==> config.mk <==
export PLATFORM = sky130hd
export DESIGN_NAME = regfile_mp_flat
export DESIGN_NICKNAME = d
export VERILOG_FILES = /design/src/rtl/regfile_mp_if.sv /design/src/rtl/regfile_mp.sv /design/src/flat_wrapper.sv
export SDC_FILE = /design/constraint.sdc
export NUM_CORES = 2
export LEC_CHECK = 0
export CORE_MARGIN = 10
export CORE_UTILIZATION = 35
export DETAILED_ROUTE_END_ITERATION = 8
export GPL_TIMING_DRIVEN = 0
export PLACE_DENSITY = 0.48
export SYNTH_ARGS = -nofsm -noshare
export SYNTH_HDL_FRONTEND = slang
export SYNTH_SLANG_ARGS = --single-unit
export TNS_END_PERCENT = 100
==> constraint.sdc <==
create_clock -name clk -period 8.8 [get_ports clk]
set_clock_uncertainty 0.2 [all_clocks]
set_input_delay 0.88 -clock clk [delete_from_list [all_inputs] [get_ports clk]]
set_output_delay 0.88 -clock clk [all_outputs]
set_load 0.01 [all_outputs]
==> src/rtl/regfile_mp_if.sv <==
// Bus bundle for regfile_mp: two writeback ports, packed read ports, issue/flush
// scoreboard controls and the ready indication.
interface regfile_mp_if #(
   parameter int XLEN = 32,
   parameter int AW   = 5,
   parameter int NRD  = 2
);
   logic                ready;
   logic                we0;
   logic [AW-1:0]       wa0;
   logic [XLEN-1:0]     wd0;
   logic                we1;
   logic [AW-1:0]       wa1;
   logic [XLEN-1:0]     wd1;
   logic [NRD*AW-1:0]   ra;
   logic [NRD*XLEN-1:0] rd;
   logic [NRD-1:0]      rbusy;
   logic                iss_valid;
   logic [AW-1:0]       iss_rd;
   logic                flush;

   modport master (
      input  ready, rd, rbusy,
      output we0, wa0, wd0, we1, wa1, wd1, ra, iss_valid, iss_rd, flush
   );

   modport slave (
      output ready, rd, rbusy,
      input  we0, wa0, wd0, we1, wa1, wd1, ra, iss_valid, iss_rd, flush
   );
endinterface

==> src/rtl/regfile_mp.sv <==
// Multi-port integer register file with pending-write scoreboard and post-reset clear.
// Optional write-through forwarding when REGFILE_BYPASS_EN is defined.
module regfile_mp #(
   parameter int XLEN = 32,
   parameter int NREG = 32,
   parameter int AW   = 5,
   parameter int NRD  = 2
) (
   input  logic          clk,
   input  logic          rst,
   regfile_mp_if.slave   bus
);

   typedef enum logic {CLEAR, RUN} state_t;

   state_t              state, state_next;
   logic [AW-1:0]       clr_idx;
   logic                clr_last;
   logic [XLEN-1:0]     mem [NREG];
   logic [NREG-1:0]     sb, sb_next;
   logic [NRD*XLEN-1:0] rd_n;
   logic [NRD-1:0]      rbusy_n;
   logic [AW-1:0]       addr;

   assign clr_last  = (clr_idx == AW'(NREG - 1));
   assign bus.ready = (state == RUN);
   assign bus.rd    = rd_n;
   assign bus.rbusy = rbusy_n;

   always_ff @(posedge clk) begin
      if (rst) state <= CLEAR;
      else     state <= state_next;
   end

   always_comb begin
      state_next = state;
      case (state)
         CLEAR: if (clr_last) state_next = RUN;
         RUN:   state_next = RUN;
      endcase
   end

   always_ff @(posedge clk) begin
      if (rst)                 clr_idx <= '0;
      else if (state == CLEAR) clr_idx <= clr_idx + AW'(1);
   end

   // Port 1 is written last so it wins a same-address collision.
   always_ff @(posedge clk) begin
      if (!rst) begin
         if (state == CLEAR) begin
            mem[clr_idx] <= '0;
         end else begin
            if (bus.we0 && bus.wa0 != '0) mem[bus.wa0] <= bus.wd0;
            if (bus.we1 && bus.wa1 != '0) mem[bus.wa1] <= bus.wd1;
         end
      end
   end

   // Issue set is applied after write clears so a new producer stays outstanding.
   always_comb begin
      sb_next = sb;
      if (bus.flush) begin
         sb_next = '0;
      end else begin
         if (bus.we0) sb_next[bus.wa0] = 1'b0;
         if (bus.we1) sb_next[bus.wa1] = 1'b0;
         if (bus.iss_valid && bus.iss_rd != '0) sb_next[bus.iss_rd] = 1'b1;
      end
   end

   always_ff @(posedge clk) begin
      if (rst)               sb <= '0;
      else if (state == RUN) sb <= sb_next;
   end

   always_comb begin
      rd_n    = '0;
      rbusy_n = '0;
      addr    = '0;
      for (int unsigned k = 0; k < NRD; k++) begin
         addr = bus.ra[k*AW +: AW];
         if (state == RUN && addr != '0) begin
            rd_n[k*XLEN +: XLEN] = mem[addr];
            rbusy_n[k]           = sb[addr];
`ifdef REGFILE_BYPASS_EN
            if (bus.we1 && bus.wa1 == addr) begin
               rd_n[k*XLEN +: XLEN] = bus.wd1;
               rbusy_n[k]           = 1'b0;
            end else if (bus.we0 && bus.wa0 == addr) begin
               rd_n[k*XLEN +: XLEN] = bus.wd0;
               rbusy_n[k]           = 1'b0;
            end
`endif
         end
      end
   end

endmodule

==> src/flat_wrapper.sv <==
// flat-port wrapper written by rule: the top's interface ports become plain ports
module regfile_mp_flat 
#(
   parameter int XLEN = 32,
   parameter int NREG = 32,
   parameter int AW   = 5,
   parameter int NRD  = 2
)
  (clk, rst, bus_ready, bus_rd, bus_rbusy, bus_we0, bus_wa0, bus_wd0, bus_we1, bus_wa1, bus_wd1, bus_ra, bus_iss_valid, bus_iss_rd, bus_flush);
  regfile_mp_if #(.XLEN(XLEN), .AW(AW), .NRD(NRD)) bus_i ();
  input  logic clk;
  input  logic rst;
  output wire logic [$bits(bus_i.ready)-1:0] bus_ready;
  output wire logic [$bits(bus_i.rd)-1:0] bus_rd;
  output wire logic [$bits(bus_i.rbusy)-1:0] bus_rbusy;
  input wire logic [$bits(bus_i.we0)-1:0] bus_we0;
  input wire logic [$bits(bus_i.wa0)-1:0] bus_wa0;
  input wire logic [$bits(bus_i.wd0)-1:0] bus_wd0;
  input wire logic [$bits(bus_i.we1)-1:0] bus_we1;
  input wire logic [$bits(bus_i.wa1)-1:0] bus_wa1;
  input wire logic [$bits(bus_i.wd1)-1:0] bus_wd1;
  input wire logic [$bits(bus_i.ra)-1:0] bus_ra;
  input wire logic [$bits(bus_i.iss_valid)-1:0] bus_iss_valid;
  input wire logic [$bits(bus_i.iss_rd)-1:0] bus_iss_rd;
  input wire logic [$bits(bus_i.flush)-1:0] bus_flush;
  assign bus_ready = bus_i.ready;
  assign bus_rd = bus_i.rd;
  assign bus_rbusy = bus_i.rbusy;
  assign bus_i.we0 = bus_we0;
  assign bus_i.wa0 = bus_wa0;
  assign bus_i.wd0 = bus_wd0;
  assign bus_i.we1 = bus_we1;
  assign bus_i.wa1 = bus_wa1;
  assign bus_i.wd1 = bus_wd1;
  assign bus_i.ra = bus_ra;
  assign bus_i.iss_valid = bus_iss_valid;
  assign bus_i.iss_rd = bus_iss_rd;
  assign bus_i.flush = bus_flush;
  regfile_mp #(.XLEN(XLEN), .NREG(NREG), .AW(AW), .NRD(NRD)) u_core (.clk(clk), .rst(rst), .bus(bus_i));
endmodule
* Word-level counts from Yosys, hierarchy flattened
Memories as Yosys holds them, arrays and structs flattened.
Cells that the tools add are included.
** Word-level totals
- Word-level logic and storage cells :: 70
- Bits in registers :: 38
- Memories kept :: 1
- Bits in writable memories :: 1024
- Bits of input ports :: 95
- Output and inout port bits :: 67
** Memory list
- u_core.mem :: words 32, width 32, rd ports 2, clocked after Yosys merged registers in 0, wr ports 2, RTL line regfile_mp.sv:19 : logic [XLEN-1:0] mem [NREG];
** Operators by class
- $lt $le $gt $ge :: 8
- Mux-type cells :: 36
- Bitwise operators :: 6
- Reductions and logical operators :: 14
- Add/subtract/negate cells :: 1
- Eq/ne operators :: 1
** Operators by type and width (number)
- $mux W32 :: 9
- $and A32 B32 Y32 :: 2
- $not A32 Y32 :: 2
- $or A32 B32 Y32 :: 1
- $reduce_or A32 Y1 :: 1
- $lt A5 B6 Y1 const B :: 5
- $reduce_bool A5 Y1 :: 5
- $mux W1 :: 20
- $demux W1 S5 :: 3
- $ge A5 B1 Y1 const B :: 3
- $bmux W1 S5 :: 2
- $logic_and A1 B1 Y1 :: 8
- $add A5 B1 Y5 const B :: 1
- $eq A5 B5 Y1 const B :: 1
- $mux W5 :: 1
- $pmux W1 S2 :: 1
- $not A1 Y1 :: 1

* Depth between registers and ports, before layout
- Depth after elaboration :: 14
- Gate-level depth with buffers :: 8

* Least setup slack after synthesis
OpenSTA, ideal clock, no wires.
- Path kind :: input to register
- From :: in bus_we0
- To :: mem u_core.mem[1][0], enable pin
- Setup slack :: 3.805 ns
- Library setup time :: 0.470 ns
- Stages on the path :: 6
- Data required time :: 8.130 ns
- Buffers on the path :: 2
- Arrival time :: 4.325 ns
- Path through :: buf_2 > nand3b_1 > a21o_1 > clkbuf_1 > mux2i_1 > o31ai_1
** RTL lines
- start: declaration :: RTL line flat_wrapper.sv:16 : input wire logic [$bits(bus_i.we0)-1:0] bus_we0;
- end: declaration :: RTL line regfile_mp.sv:19

* Worst setup path in the final report
- From :: in bus_ra[1]
- To :: out bus_rd[20]
** On the way
- Longest elaborated chain between the ends :: 3
- Elaborated cells between the ends (all ways) :: 4
- Those cells by class :: mux: 1; reduce/logical: 2; memory: 1
** Ends and longest elaborated chain
- start: declaration :: RTL line flat_wrapper.sv:22 : input wire logic [$bits(bus_i.ra)-1:0] bus_ra;
- branches (longest 2 deep; another with $mem_v2 Z32 W32)
- $mux W32 * :: RTL line regfile_mp.sv:83 : if (state == RUN && addr != '0) begin
- end: declaration :: RTL line flat_wrapper.sv:14 : output wire logic [$bits(bus_i.rd)-1:0] bus_rd;
Every way passes the cells marked *.

==> impl_results.html <==
<table>
<tr><th>Metric</th><th>Value</th></tr>
<tr><th colspan="2">Cells and area</th></tr>
<tr><td>Cell area after layout</td><td>72,700 sq um</td></tr>
<tr><td>Share of final-layout standard cells stronger than drive strength 1</td><td>17.12%</td></tr>
<tr><td>Filler cells</td><td>16,802</td></tr>
<tr><td>Final core utilization</td><td>41.64%</td></tr>
<tr><td>Final standard cell count with taps included and fillers excluded</td><td>8,567</td></tr>
<tr><td>Post-layout nets</td><td>6,197</td></tr>
<tr><td>Area taken by multi-input logic gates</td><td>27,470 sq um</td></tr>
<tr><td>Synth-to-layout area growth</td><td>17.92%</td></tr>
<tr><td>Area taken by flip-flops and latches</td><td>31,510 sq um</td></tr>
<tr><th colspan="2">Timing</th></tr>
<tr><td>Worst relative slew slack</td><td>-11.96%</td></tr>
<tr><td>Hold Violations, Final</td><td>0</td></tr>
<tr><td>Top achievable clock speed</td><td>132.1 MHz</td></tr>
<tr><td>Setup repair after global routing missed its margin</td><td>no</td></tr>
<tr><td>Min Hold Slack</td><td>0.2835 ns</td></tr>
<tr><td>Min cycle time layout</td><td>7.571 ns</td></tr>
<tr><td>Final slew viol count</td><td>207</td></tr>
<tr><td>Slew of the pin with the lowest slew margin</td><td>1.679 ns</td></tr>
<tr><td>Final setup viols</td><td>0</td></tr>
<tr><td>Post-route clock period utilization</td><td>86.03%</td></tr>
<tr><td>Final TNS setup</td><td>0 ns</td></tr>
<tr><td>Final critical-path setup slack</td><td>1.229 ns</td></tr>
<tr><th colspan="2">Power</th></tr>
<tr><td>Power density cells</td><td>165.1 nW/um^2</td></tr>
<tr><td>Total power consumption of the routed design</td><td>12.01 mW</td></tr>
<tr><td>Part of the total power dissipated in the clock network</td><td>45.6%</td></tr>
<tr><td>Worst ir drop on vdd</td><td>205.6 uV</td></tr>
<tr><td>Reported leakage power</td><td>22.13 nW</td></tr>
<tr><td>Internal cell power</td><td>8.806 mW</td></tr>
<tr><td>Relative contribution of sequential cells to total power</td><td>46.0%</td></tr>
<tr><td>Sw Pwr</td><td>3.200 mW</td></tr>
<tr><td>Combinational share of power</td><td>8.5%</td></tr>
<tr><td>Switch share</td><td>26.65%</td></tr>
<tr><th colspan="2">Route</th></tr>
<tr><td>Per-cell via count in the routed design</td><td>6.788</td></tr>
<tr><td>Average routed wire per standard cell</td><td>46.95 um</td></tr>
<tr><td>Count of nets left with antenna violations after detail routing</td><td>0</td></tr>
<tr><td>Detailed-routing wirelength on met1</td><td>148,500 um</td></tr>
<tr><td>Detail Route met3 WL</td><td>53,570 um</td></tr>
<tr><td>Highest metal layer with signal wires</td><td>met5</td></tr>
<tr><td>Violation count after the first detailed-route iteration</td><td>10,765</td></tr>
<tr><td>Router iterations before antenna repair</td><td>6</td></tr>
<tr><td>DRC violation count after routing</td><td>0</td></tr>
<tr><td>Number of vias in the routed layout</td><td>58,154</td></tr>
<tr><td>Met2 Wirelength</td><td>158,400 um</td></tr>
<tr><td>Sum of routed wire length over all layers</td><td>402,200 um</td></tr>
<tr><th colspan="2">Synth</th></tr>
<tr><td>#FFs+latches synth</td><td>1,062</td></tr>
<tr><td>Biggest area contributors in the synthesized netlist</td><td>sky130_fd_sc_hd__edfxtp_1 (50%), sky130_fd_sc_hd__mux4_2 (9.6%), sky130_fd_sc_hd__o21ai_0 (8.7%)</td></tr>
<tr><td>Area share of the largest cell type after synthesis</td><td>49.88%</td></tr>
<tr><td>Cell accounting for the most synthesized area</td><td>sky130_fd_sc_hd__edfxtp_1</td></tr>
<tr><td>Post-Synthesis Cells</td><td>5,708</td></tr>
<tr><td>Post-synthesis net count</td><td>5,805</td></tr>
<tr><td>Area of the mapped netlist</td><td>61,650 sq um</td></tr>
<tr><td>Synth async-reset ratio</td><td>0%</td></tr>
<tr><td>Number of synthesized flops with an enable pin</td><td>1,024</td></tr>
<tr><td>Count of distinct cell types in the synthesized netlist</td><td>63</td></tr>
<tr><td>Total number of yosys warnings</td><td>0</td></tr>
<tr><td>Post-synthesis average cell area</td><td>10.80 sq um</td></tr>
<tr><td>Leading register cell type out of synthesis</td><td>sky130_fd_sc_hd__edfxtp_1</td></tr>
<tr><td>Share of the yosys chip area belonging to registers</td><td>51.11%</td></tr>
<tr><th colspan="2">Worst setup path</th></tr>
<tr><td>Maximum fanout count along the critical path</td><td>10</td></tr>
<tr><td>Required time of the worst setup path</td><td>7.72 ns</td></tr>
<tr><td>Highest cell delay on the worst timing path</td><td>1.24 ns</td></tr>
<tr><td>Critical path's most frequent cell</td><td>sky130_fd_sc_hd__buf_2</td></tr>
<tr><td>Number of stages on the worst setup path</td><td>9</td></tr>
<tr><td>Critical path buffer and inverter count</td><td>6</td></tr>
<tr><td>Kind of capture point of the worst setup path</td><td>output port</td></tr>
<tr><td>Worst r2r path cells</td><td>9</td></tr>
<tr><td>Cell-by-cell listing of the critical path</td><td>buf_2, buf_2, buf_2, buf_2, buf_2, mux4_2, a22oi_1, nand4_1, clkdlybuf4s50_1</td></tr>
<tr><td>CP max stage cell</td><td>sky130_fd_sc_hd__a22oi_1</td></tr>
<tr><td>Data arrival, critical path</td><td>6.49 ns</td></tr>
<tr><td>Startpoint types</td><td>primary input</td></tr>
<tr><td>Cell type group with the largest total delay on the critical path</td><td>buffers and inverters</td></tr>
<tr><td>Start-to-end type of the worst setup path</td><td>primary input to output port</td></tr>
<tr><th colspan="2">Placed design</th></tr>
<tr><td>Placer congestion estimate</td><td>1.095</td></tr>
<tr><td>Area post-placement</td><td>68,460 sq um</td></tr>
<tr><td>Total instance count after detailed placement</td><td>8,288</td></tr>
<tr><td>DP Wirelength</td><td>303,300 um</td></tr>
<tr><td>I/O Buffers</td><td>154</td></tr>
<tr><td>Worst setup slack after placement</td><td>1.547 ns</td></tr>
<tr><th colspan="2">Clock network</th></tr>
<tr><td>Later-pin clock latency in the skew report</td><td>0.83 ns</td></tr>
<tr><td>Clock tree from TritonCTS</td><td>yes</td></tr>
<tr><td>H-tree levels</td><td>4</td></tr>
<tr><td>Sinks on the clock net</td><td>1,062</td></tr>
<tr><td>Clock transition at the register clock pins on the worst setup and hold paths after CTS</td><td>0.06 ns</td></tr>
<tr><td>Resized Gates After CTS</td><td>0</td></tr>
<tr><td>TritonCTS Buffers</td><td>133</td></tr>
<tr><td>Count of buffers added by post-CTS timing repair for setup</td><td>0</td></tr>
<tr><td>Hold Buf Count CTS</td><td>0</td></tr>
<tr><td>Maximum buffer depth of the clock tree</td><td>3</td></tr>
<tr><td>Clock Root Buffer</td><td>sky130_fd_sc_hd__clkbuf_16</td></tr>
<tr><th colspan="2">Floorplanning</th></tr>
<tr><td>Die height</td><td>439.7 um</td></tr>
<tr><td>Core Box Area</td><td>174,600 sq um</td></tr>
<tr><td>Effective utilization at floorplan</td><td>35.31%</td></tr>
<tr><td>Die W</td><td>439.7 um</td></tr>
<tr><td>Area of the die</td><td>193,300 sq um</td></tr>
<tr><td>Total I/O pin count</td><td>162</td></tr>
<tr><td>Floorplan row count</td><td>153</td></tr>
<tr><th colspan="2">Global routing</th></tr>
<tr><td>Wire length of the first global-routing pass</td><td>515,100 um</td></tr>
<tr><td>Global router's overall resource usage</td><td>40.03%</td></tr>
<tr><td>Initial antenna violation count</td><td>66</td></tr>
<tr><td>Via count of the first global-routing pass</td><td>52,985</td></tr>
<tr><td>Largest net degree at the start of global routing</td><td>17</td></tr>
<tr><td>Remaining global-route overflow</td><td>0</td></tr>
<tr><th colspan="2">Run status</th></tr>
<tr><td>Failing checks</td><td>capacitance limit, slew limit</td></tr>
<tr><td>Run status</td><td>complete, but fails checks</td></tr>
<tr><th colspan="2">Worst hold path</th></tr>
<tr><td>Worst hold path type</td><td>register to register</td></tr>
<tr><td>Depth of the worst hold-timing path</td><td>1</td></tr>
<tr><th colspan="2">Flow run</th></tr>
<tr><td>Maxcap violations</td><td>21</td></tr>
</table>
metal layers:
metal / GRT usage [%] / vias up
li1: - / 22272
met1: 50.47 / 29623
met2: 54.05 / 5090
met3: 14.08 / 1129
met4: 34.12 / 40
met5: 0.1985 / -
area by class of cell:
class / count / area share (%)
clock buffers: 173 / 5.002
multi-input cells: 3886 / 37.79
flip-flops and latches: 1062 / 43.34
diodes: 39 / 0.1342
repair buffers: 257 / 4.675
clock inverters: 65 / 0.6230
plain buffers: 687 / 4.057
well taps: 2325 / 4.002
inverters: 73 / 0.3769
power groups by stage:
stage               clock network, mW  logic (mW)  registers [mW]
floorplan                           0       0.445            5.61
global placement                    0       0.922            5.63
detailed placement                  0       0.960            5.62
CTS                              5.40       0.963            5.52
global route                     5.58       0.991            5.52
finish                           5.47        1.02            5.52
path summary, 6_finish.rpt:
| kind | from | to | slack [ns] |
|---|---|---|---|
| setup / recovery | bus_ra[1] | bus_rd[20] | 1.23 |
| hold / removal | u_core.sb[0] | u_core.sb[0] | 0.28 |
| setup reg to reg | u_core.bus.ready | u_core.mem[25][22] | 3.71 |
| hold reg to reg | u_core.sb[0] | u_core.sb[0] | 0.28 |
sequential cells by signal, summed over array words and instances, names as in the netlist:
name,count
u_core.mem,1024
u_core.clr_idx,5
u_core.bus.ready,1
u_core.sb,32
layout by cell type, fill, tap and decap left out, types with 26 or more instances in the layout:
cell type / netlist / layout
sky130_fd_sc_hd__a211oi_1: 67 / 67
sky130_fd_sc_hd__a21oi_1: 90 / 89
sky130_fd_sc_hd__a221oi_1: 26 / 26
sky130_fd_sc_hd__a22oi_1: 172 / 172
sky130_fd_sc_hd__and3_1: 66 / 66
sky130_fd_sc_hd__buf_1: 36 / 34
sky130_fd_sc_hd__buf_16: 0 / 28
sky130_fd_sc_hd__buf_2: 215 / 216
sky130_fd_sc_hd__buf_8: 0 / 62
sky130_fd_sc_hd__clkbuf_1: 415 / 430
sky130_fd_sc_hd__clkbuf_16: 0 / 139
sky130_fd_sc_hd__clkdlybuf4s50_1: 0 / 154
sky130_fd_sc_hd__clkinv_1: 0 / 31
sky130_fd_sc_hd__dfxtp_1: 38 / 38
sky130_fd_sc_hd__diode_2: 0 / 39
sky130_fd_sc_hd__edfxtp_1: 1024 / 1024
sky130_fd_sc_hd__inv_1: 72 / 72
sky130_fd_sc_hd__mux2_2: 201 / 201
sky130_fd_sc_hd__mux2i_1: 267 / 265
sky130_fd_sc_hd__mux4_2: 262 / 262
sky130_fd_sc_hd__nand2_1: 1073 / 1073
sky130_fd_sc_hd__nand3_1: 75 / 75
sky130_fd_sc_hd__nand4_1: 65 / 65
sky130_fd_sc_hd__nor2b_1: 76 / 76
sky130_fd_sc_hd__nor3_1: 27 / 26
sky130_fd_sc_hd__o21ai_0: 1067 / 1067
sky130_fd_sc_hd__o22ai_1: 71 / 71
sky130_fd_sc_hd__o31ai_4: 0 / 31
sky130_fd_sc_hd__or3_1: 67 / 67
Yosys cell counts (all sizes together) (5+ instances only):
cell type,instances
a211oi,67
a21oi,91
a221oi,26
a22oi,172
and2,6
and3,66
and3b,10
buf,272
clkbuf,415
dfxtp,38
edfxtp,1024
inv,73
mux2,201
mux2i,267
mux4,262
nand2,1073
nand2b,12
nand3,75
nand3b,9
nand4,65
nor2,26
nor2b,76
nor3,29
nor3b,18
nor4,8
nor4b,6
o211ai,22
o21ai,1085
o22ai,71
o31ai,32
o32ai,5
or3,67
kinds of logic after synthesis:
logic type	count (synthesis)	synth area share, %
buffers and inverters	760	5.191
and+or+nand+nor	1559	11.46
AOI/OAI and AO/OA	1592	14.58
DFF	1062	51.11
adders and majority gates	2	0.04058
muxes	730	17.58
xor gates and xnor gates	3	0.04263
Power figures use the tool's default switching activity.
